`config.mk`:
```
export PLATFORM = sky130hd
export DESIGN_NAME = uart_tx_arbiter
export DESIGN_NICKNAME = d
export VERILOG_FILES = /design/src/rtl/uart_arb_pkg.sv /design/src/rtl/uart_rr_picker.sv /design/src/rtl/uart_tx_arbiter.sv
export SDC_FILE = /design/constraint.sdc
export NUM_CORES = 1
export LEC_CHECK = 0
export ABC_AREA = 1
export BUFFER_PORTS_ARGS = -buffer_cell sky130_fd_sc_hd__buf_4
export CAP_MARGIN = 20
export CORE_MARGIN = 2
export CORE_UTILIZATION = 40
export DETAILED_ROUTE_END_ITERATION = 12
export PLACE_DENSITY = 0.73
export SYNTH_ARGS = -nofsm -noshare
export SYNTH_HDL_FRONTEND = slang
export SYNTH_SLANG_ARGS = --single-unit
```
`constraint.sdc`:
```
create_clock -name clk -period 2 [get_ports clk]
set_input_delay 0.2 -clock clk [delete_from_list [all_inputs] [get_ports clk]]
set_output_delay 0.2 -clock clk [all_outputs]
set_load 0.02 [all_outputs]
```
`src/rtl/uart_arb_pkg.sv`:
```
// Shared types and helpers for the UART transmit arbiter and its picker.
package uart_arb_pkg;

  // Arbiter state: IDLE looks for a new owner, LOCKED streams one packet.
  typedef enum logic [0:0] {
    IDLE   = 1'b0,
    LOCKED = 1'b1
  } arb_state_t;

  localparam int DEFAULT_NUM_REQ = 4;

  // Width of an index able to address n requesters (at least one bit).
  function automatic int idx_w(input int n);
    return (n < 2) ? 1 : $clog2(n);
  endfunction

endpackage

```
`src/rtl/uart_rr_picker.sv`:
```
// Combinational round-robin picker: finds the first set request scanning
// upward from last_owner+1, wrapping modulo N. Shared by other arbiters.
module uart_rr_picker
  import uart_arb_pkg::*;
#(
  parameter int N = DEFAULT_NUM_REQ
) (
  input  logic [N-1:0]          req,
  input  logic [idx_w(N)-1:0]   last_owner,
  output logic                  found,
  output logic [idx_w(N)-1:0]   idx,
  output logic [N-1:0]          onehot
);

  localparam int IW = idx_w(N);

  // Scan offsets 1..N after last_owner; the first request hit wins.
  always_comb begin
    found  = 1'b0;
    idx    = '0;
    onehot = '0;
    for (int k = 1; k <= N; k++) begin
      for (int j = 0; j < N; j++) begin
        if (!found && req[j] && (j == ((int'(last_owner) + k) % N))) begin
          found     = 1'b1;
          idx       = IW'(j);
          onehot[j] = 1'b1;
        end
      end
    end
  end

endmodule

```
`src/rtl/uart_tx_arbiter.sv`:
```
// Packet-level round-robin arbiter sharing one byte-wide UART transmitter
// between NUM_REQ requesters. A packet is a byte run ending with req_last;
// once granted, a requester keeps the transmitter until its last byte moves.
// Optional macro UART_ARB_TIMEOUT_EN adds a stall watchdog that revokes a lock
// after TIMEOUT idle cycles and exposes a timeout_pulse output.
//
// Handshake: a byte moves on a cycle where valid and ready are both high.
// Valid is never conditioned on ready; ready may depend on valid-free state
// only. req_ready[owner] mirrors tx_ready, tx_valid mirrors req_valid[owner].
module uart_tx_arbiter
  import uart_arb_pkg::*;
#(
  parameter int NUM_REQ = DEFAULT_NUM_REQ,
  parameter int TIMEOUT = 255
) (
  input  logic                 clk,
  input  logic                 rst,
  input  logic [NUM_REQ-1:0]   req_valid,
  input  logic [NUM_REQ*8-1:0] req_data,
  input  logic [NUM_REQ-1:0]   req_last,
  output logic [NUM_REQ-1:0]   req_ready,
  output logic [7:0]           tx_data,
  output logic                 tx_valid,
  input  logic                 tx_ready,
  output logic [NUM_REQ-1:0]   grant,
  output logic                 busy
`ifdef UART_ARB_TIMEOUT_EN
  ,
  output logic                 timeout_pulse
`endif
);

  localparam int IW = idx_w(NUM_REQ);

  if (NUM_REQ < 2 || NUM_REQ > 8 || TIMEOUT < 1) begin : g_cfg_check
    $error("uart_tx_arbiter: NUM_REQ must be 2..8 and TIMEOUT at least 1");
  end

  arb_state_t          state;
  logic [IW-1:0]       owner;
  logic [IW-1:0]       last_owner;
  logic                pick_found;
  logic [IW-1:0]       pick_idx;
  logic [NUM_REQ-1:0]  pick_onehot;
  logic                locked;
  logic                own_valid;
  logic                own_last;
  logic [7:0]          own_data;
  logic                xfer;
  logic                stall_expired;

  uart_rr_picker #(
    .N(NUM_REQ)
  ) u_picker (
    .req        (req_valid),
    .last_owner (last_owner),
    .found      (pick_found),
    .idx        (pick_idx),
    .onehot     (pick_onehot)
  );

  // Route the current owner's valid, last flag and byte.
  always_comb begin
    own_valid = 1'b0;
    own_last  = 1'b0;
    own_data  = 8'h00;
    for (int i = 0; i < NUM_REQ; i++) begin
      if (owner == IW'(i)) begin
        own_valid = req_valid[i];
        own_last  = req_last[i];
        own_data  = req_data[i*8 +: 8];
      end
    end
  end

  assign locked    = (state == LOCKED);
  assign xfer      = locked && own_valid && tx_ready;
  assign busy      = locked;
  assign tx_valid  = locked && own_valid;
  assign tx_data   = locked ? own_data : 8'h00;
  assign req_ready = locked ? (grant & {NUM_REQ{tx_ready}}) : '0;

`ifdef UART_ARB_TIMEOUT_EN
  localparam int CW = $clog2(TIMEOUT + 1);

  logic [CW-1:0] stall_cnt;

  assign stall_expired = locked && !xfer && (stall_cnt == CW'(TIMEOUT));
  assign timeout_pulse = stall_expired;

  // Count consecutive LOCKED cycles without a transfer; held at zero in IDLE.
  always_ff @(posedge clk or posedge rst) begin
    if (rst) begin
      stall_cnt <= '0;
    end else if (!locked || xfer) begin
      stall_cnt <= '0;
    end else if (stall_cnt != CW'(TIMEOUT)) begin
      stall_cnt <= stall_cnt + 1'b1;
    end
  end
`else
  assign stall_expired = 1'b0;
`endif

  // Arbitration FSM: pick an owner in IDLE, release it after its last byte.
  always_ff @(posedge clk or posedge rst) begin
    if (rst) begin
      state      <= IDLE;
      owner      <= '0;
      last_owner <= IW'(NUM_REQ - 1);
      grant      <= '0;
    end else begin
      unique case (state)
        IDLE: begin
          if (pick_found) begin
            state <= LOCKED;
            owner <= pick_idx;
            grant <= pick_onehot;
          end
        end
        LOCKED: begin
          if ((xfer && own_last) || stall_expired) begin
            state      <= IDLE;
            last_owner <= owner;
            grant      <= '0;
          end
        end
        default: begin
          state <= IDLE;
          grant <= '0;
        end
      endcase
    end
  end

endmodule

```
==> results.yml <==
outcome:
  status: "finished, final reports clean"
drt:
  routedWlPerCell_um: 12.4
  vias_per_cell: 5.22
  wl_met2_um: 1740
  dr_wl_met3_um: 316
  firstDrtPassIters: 4
  route.top_layer_used: "met4"
  wirelength_um: 3500
  drt_iter0_markers: 68
  drc: 0
  wirelength_met1_um: 1400
  final_antenna_net_count: 0
  vias: 1476
clocking:
  cts_buffer_depth: 2
  cts-root-buf: "clkbuf_4"
  h-tree-depth: 1
  clk_latency_ns: 0.26
  cts_tree: "yes"
  cts_buffers: 3
  clk_pin_slew_ns: 0.06
  clkSinkCount: 9
timing:
  worst_pin_slew_ns: 0.408
  slew_headroom: 0.728
  period_share: 0.994
  period_needed_ns: 1.99
  rsz0062_at_grt: "true"
  finalClockSkew_ns: 0.0122
  setup_viol: 0
  fmax_mhz: 503
  whs_ns: 0.224
  drv_slew: 0
  hold_viol_final: 0
floorplanning:
  core_um2: 2690
  die_x_um: 56.6
  dieArea_um2: 3210
  std_cell_rows: 19
  io_pins: 61
  initial_core_util: 0.412
  die_h_um: 56.6
logic_synthesis:
  synthesis.nets: 221
  syn_area_per_cell_um2: 6.22
  synth_flop_cell: "dfrtp_1"
  synth_seq_area_share: 0.206
  yosys.cell_types.count: 29
  synthesis.area_um2: 1110
  syn_inst: 178
  async_flop_share: 1.00
  ys_top_cells_by_area: "dfrtp_1, nand2_1, inv_1, nor2_1, nand4_4"
  synth_edf_count: 0
  ys_ff_latch: 9
  synth_top_area_cell: "dfrtp_1"
  synth_top_area_frac: 0.158
  synthTopCellsByCount: "nand2_1, inv_1, nor2_1"
  yosysMostFrequentCell: "nand2_1"
  ys_warn_count: 0
layout:
  layout-drive-gt1-share: 0.409
  synthToLayoutAreaGrowth_pct: 58.4
  fillCellCount: 248
  diodes: 0
  fin_cells: 283
  nNetsFinal: 296
run:
  drv_cap: 0
placed_design:
  globalplace.congestion: 0.916
  placedCellCount: 274
  numPortBuffers: 60
  dp_hpwl_um: 2820
global_routing:
  grt_first_pass_wirelength_um: 5820
  grt_max_degree: 12
  grt_overflow_total: 0
  grt_pass1_vias: 1322
  track_usage: 0.224
  antenna_found_initial: 0
min_path:
  min_path_type: "input pin to flip-flop"
  hp-start: "req_valid[3]"
  holdPathEnd: "busy"
  whs_path_depth: 3
pwr:
  powerDensity_nw_per_um2: 1410
  power.leakage_nw: 0.937
  ir_worst_vdd_mv: 0.925
worst_setup_path:
  regToRegStartpoint: "last_owner[1]"
  rrSetupSlack_ns: 0.01
  crit_type: "flip-flop to flip-flop"
  reg2reg_to: "owner[1]"
  crit_path_end_kind: "flip-flop"
  r2r_cells: 13
  start_kind: "flip-flop"
  worst_ep_arrival_time_ns: 2.14
  cp_slowest_cell: "dfstp_2"
  crit_required_ns: 2.15
  max_stage_delay_ns: 0.61
  worst-path-max-fanout: 6
  path_cells: "inv_2, nand3_4, nand3_4, nor2_4, nand4_4, nor2_4, nand4_4, nor2_4, nand4_4, nand2_4, nand2_4, nand2_1, nand2_1"
-- worst max-delay path: cells and delay by family, from the launching register on --
family / cells / cell delay (ns)
simple gates: 12 / 1.21
buf+inv: 1 / 0.08
flops: 1 / 0.61
-- metal layers --
| metal | track usage | up-vias |
|---|---|---|
| met4 | 0.0510 | 0 |
| met3 | 0.0438 | 6 |
| met2 | 0.405 | 67 |
| met1 | 0.271 | 655 |
| li1 | - | 748 |
| met5 | 0 | - |
-- stage by stage --
step	setup WS, ns	TNS, ns	utilization	area (µm²)	total power, W
2_1_floorplan	0.144	0	-	1110	0.00158
3_3_place_gp	0.0797	0	0.613	1650	0.00222
3_5_place_dp	0.0187	0	0.613	1650	0.00222
4_1_cts	0.00458	0	0.626	1680	0.00237
5_1_grt	-0.108	-0.564	0.653	1750	0.00271
6_report	0.0128	0	0.653	1750	0.00247
-- layout by cell type, fill, tap and decap left out --
| master | count |
|---|---|
| a21oi_1 | 4 |
| o21ai_0 | 12 |
| nand2_1 | 45 |
| nor2_4 | 4 |
| nor2_2 | 4 |
| o211a_1 | 1 |
| nor2_1 | 20 |
| nor3_2 | 2 |
| nand4_4 | 3 |
| dfrtp_1 | 6 |
| nor3_1 | 4 |
| o22ai_1 | 1 |
| a221o_1 | 4 |
| buf_4 | 73 |
| inv_2 | 4 |
| o2111ai_2 | 1 |
| clkbuf_4 | 3 |
| dlygate4sd3_1 | 1 |
| o21ai_2 | 1 |
| o31ai_1 | 1 |
| nand4_1 | 10 |
| nand2_2 | 1 |
| o211ai_1 | 3 |
| dfstp_2 | 2 |
| inv_1 | 25 |
| nand3_4 | 2 |
| nand3_1 | 10 |
| nand2_4 | 2 |
| dfrtp_2 | 1 |
| a221oi_1 | 1 |
| clkbuf_1 | 1 |
-- logic make-up (layout without fill, tap and decap cells) --
group | after synthesis | count (layout) | synth area share
buf+inv | 33 | 107 | 0.114
simple gates | 107 | 107 | 0.501
compound gates | 29 | 29 | 0.180
flops | 9 | 9 | 0.206
-- flip-flops by register name, summed over array words and instances (netlist names) --
signal / count
grant: 4
last_owner: 2
busy: 1
owner: 2
-- worst max-delay path by stage --
stage	to	startpoint	cells after the start
finish	owner[1]	last_owner[1]	13
global route	grant[0]	last_owner[1]	12
CTS	owner[1]	last_owner[1]	13
detailed placement	owner[1]	last_owner[1]	13
global placement	owner[0]	last_owner[1]	13
floorplan	owner[0]	last_owner[1]	13
-- repair_timing --
item / in CTS / in global routing
resized for setup: 0 / 10
endpoints found under the hold margin: 7 / 0
setup endpoints to repair: 0 / 11
hold buffers: 1 / 0
setup buffers: 0 / 4
-- power by group --
part	total [W]	leakage, nW	switching (W)	internal [W]
Clock	0.000135	0.0150	0.0000586	0.0000766
Sequential	0.000391	0.107	0.000117	0.000274
Combinational	0.00194	0.815	0.00111	0.000832
-- final cells by class --
cell class | instances | area [µm²] | area share
clock buffer | 4 | 26.3 | 0.0150
tap | 31 | 38.8 | 0.0221
multi-input combinational | 136 | 793 | 0.452
inverter | 29 | 109 | 0.0621
sequential | 9 | 229 | 0.131
timing repair buffer | 74 | 558 | 0.318
Power figures use the tool's default switching activity.
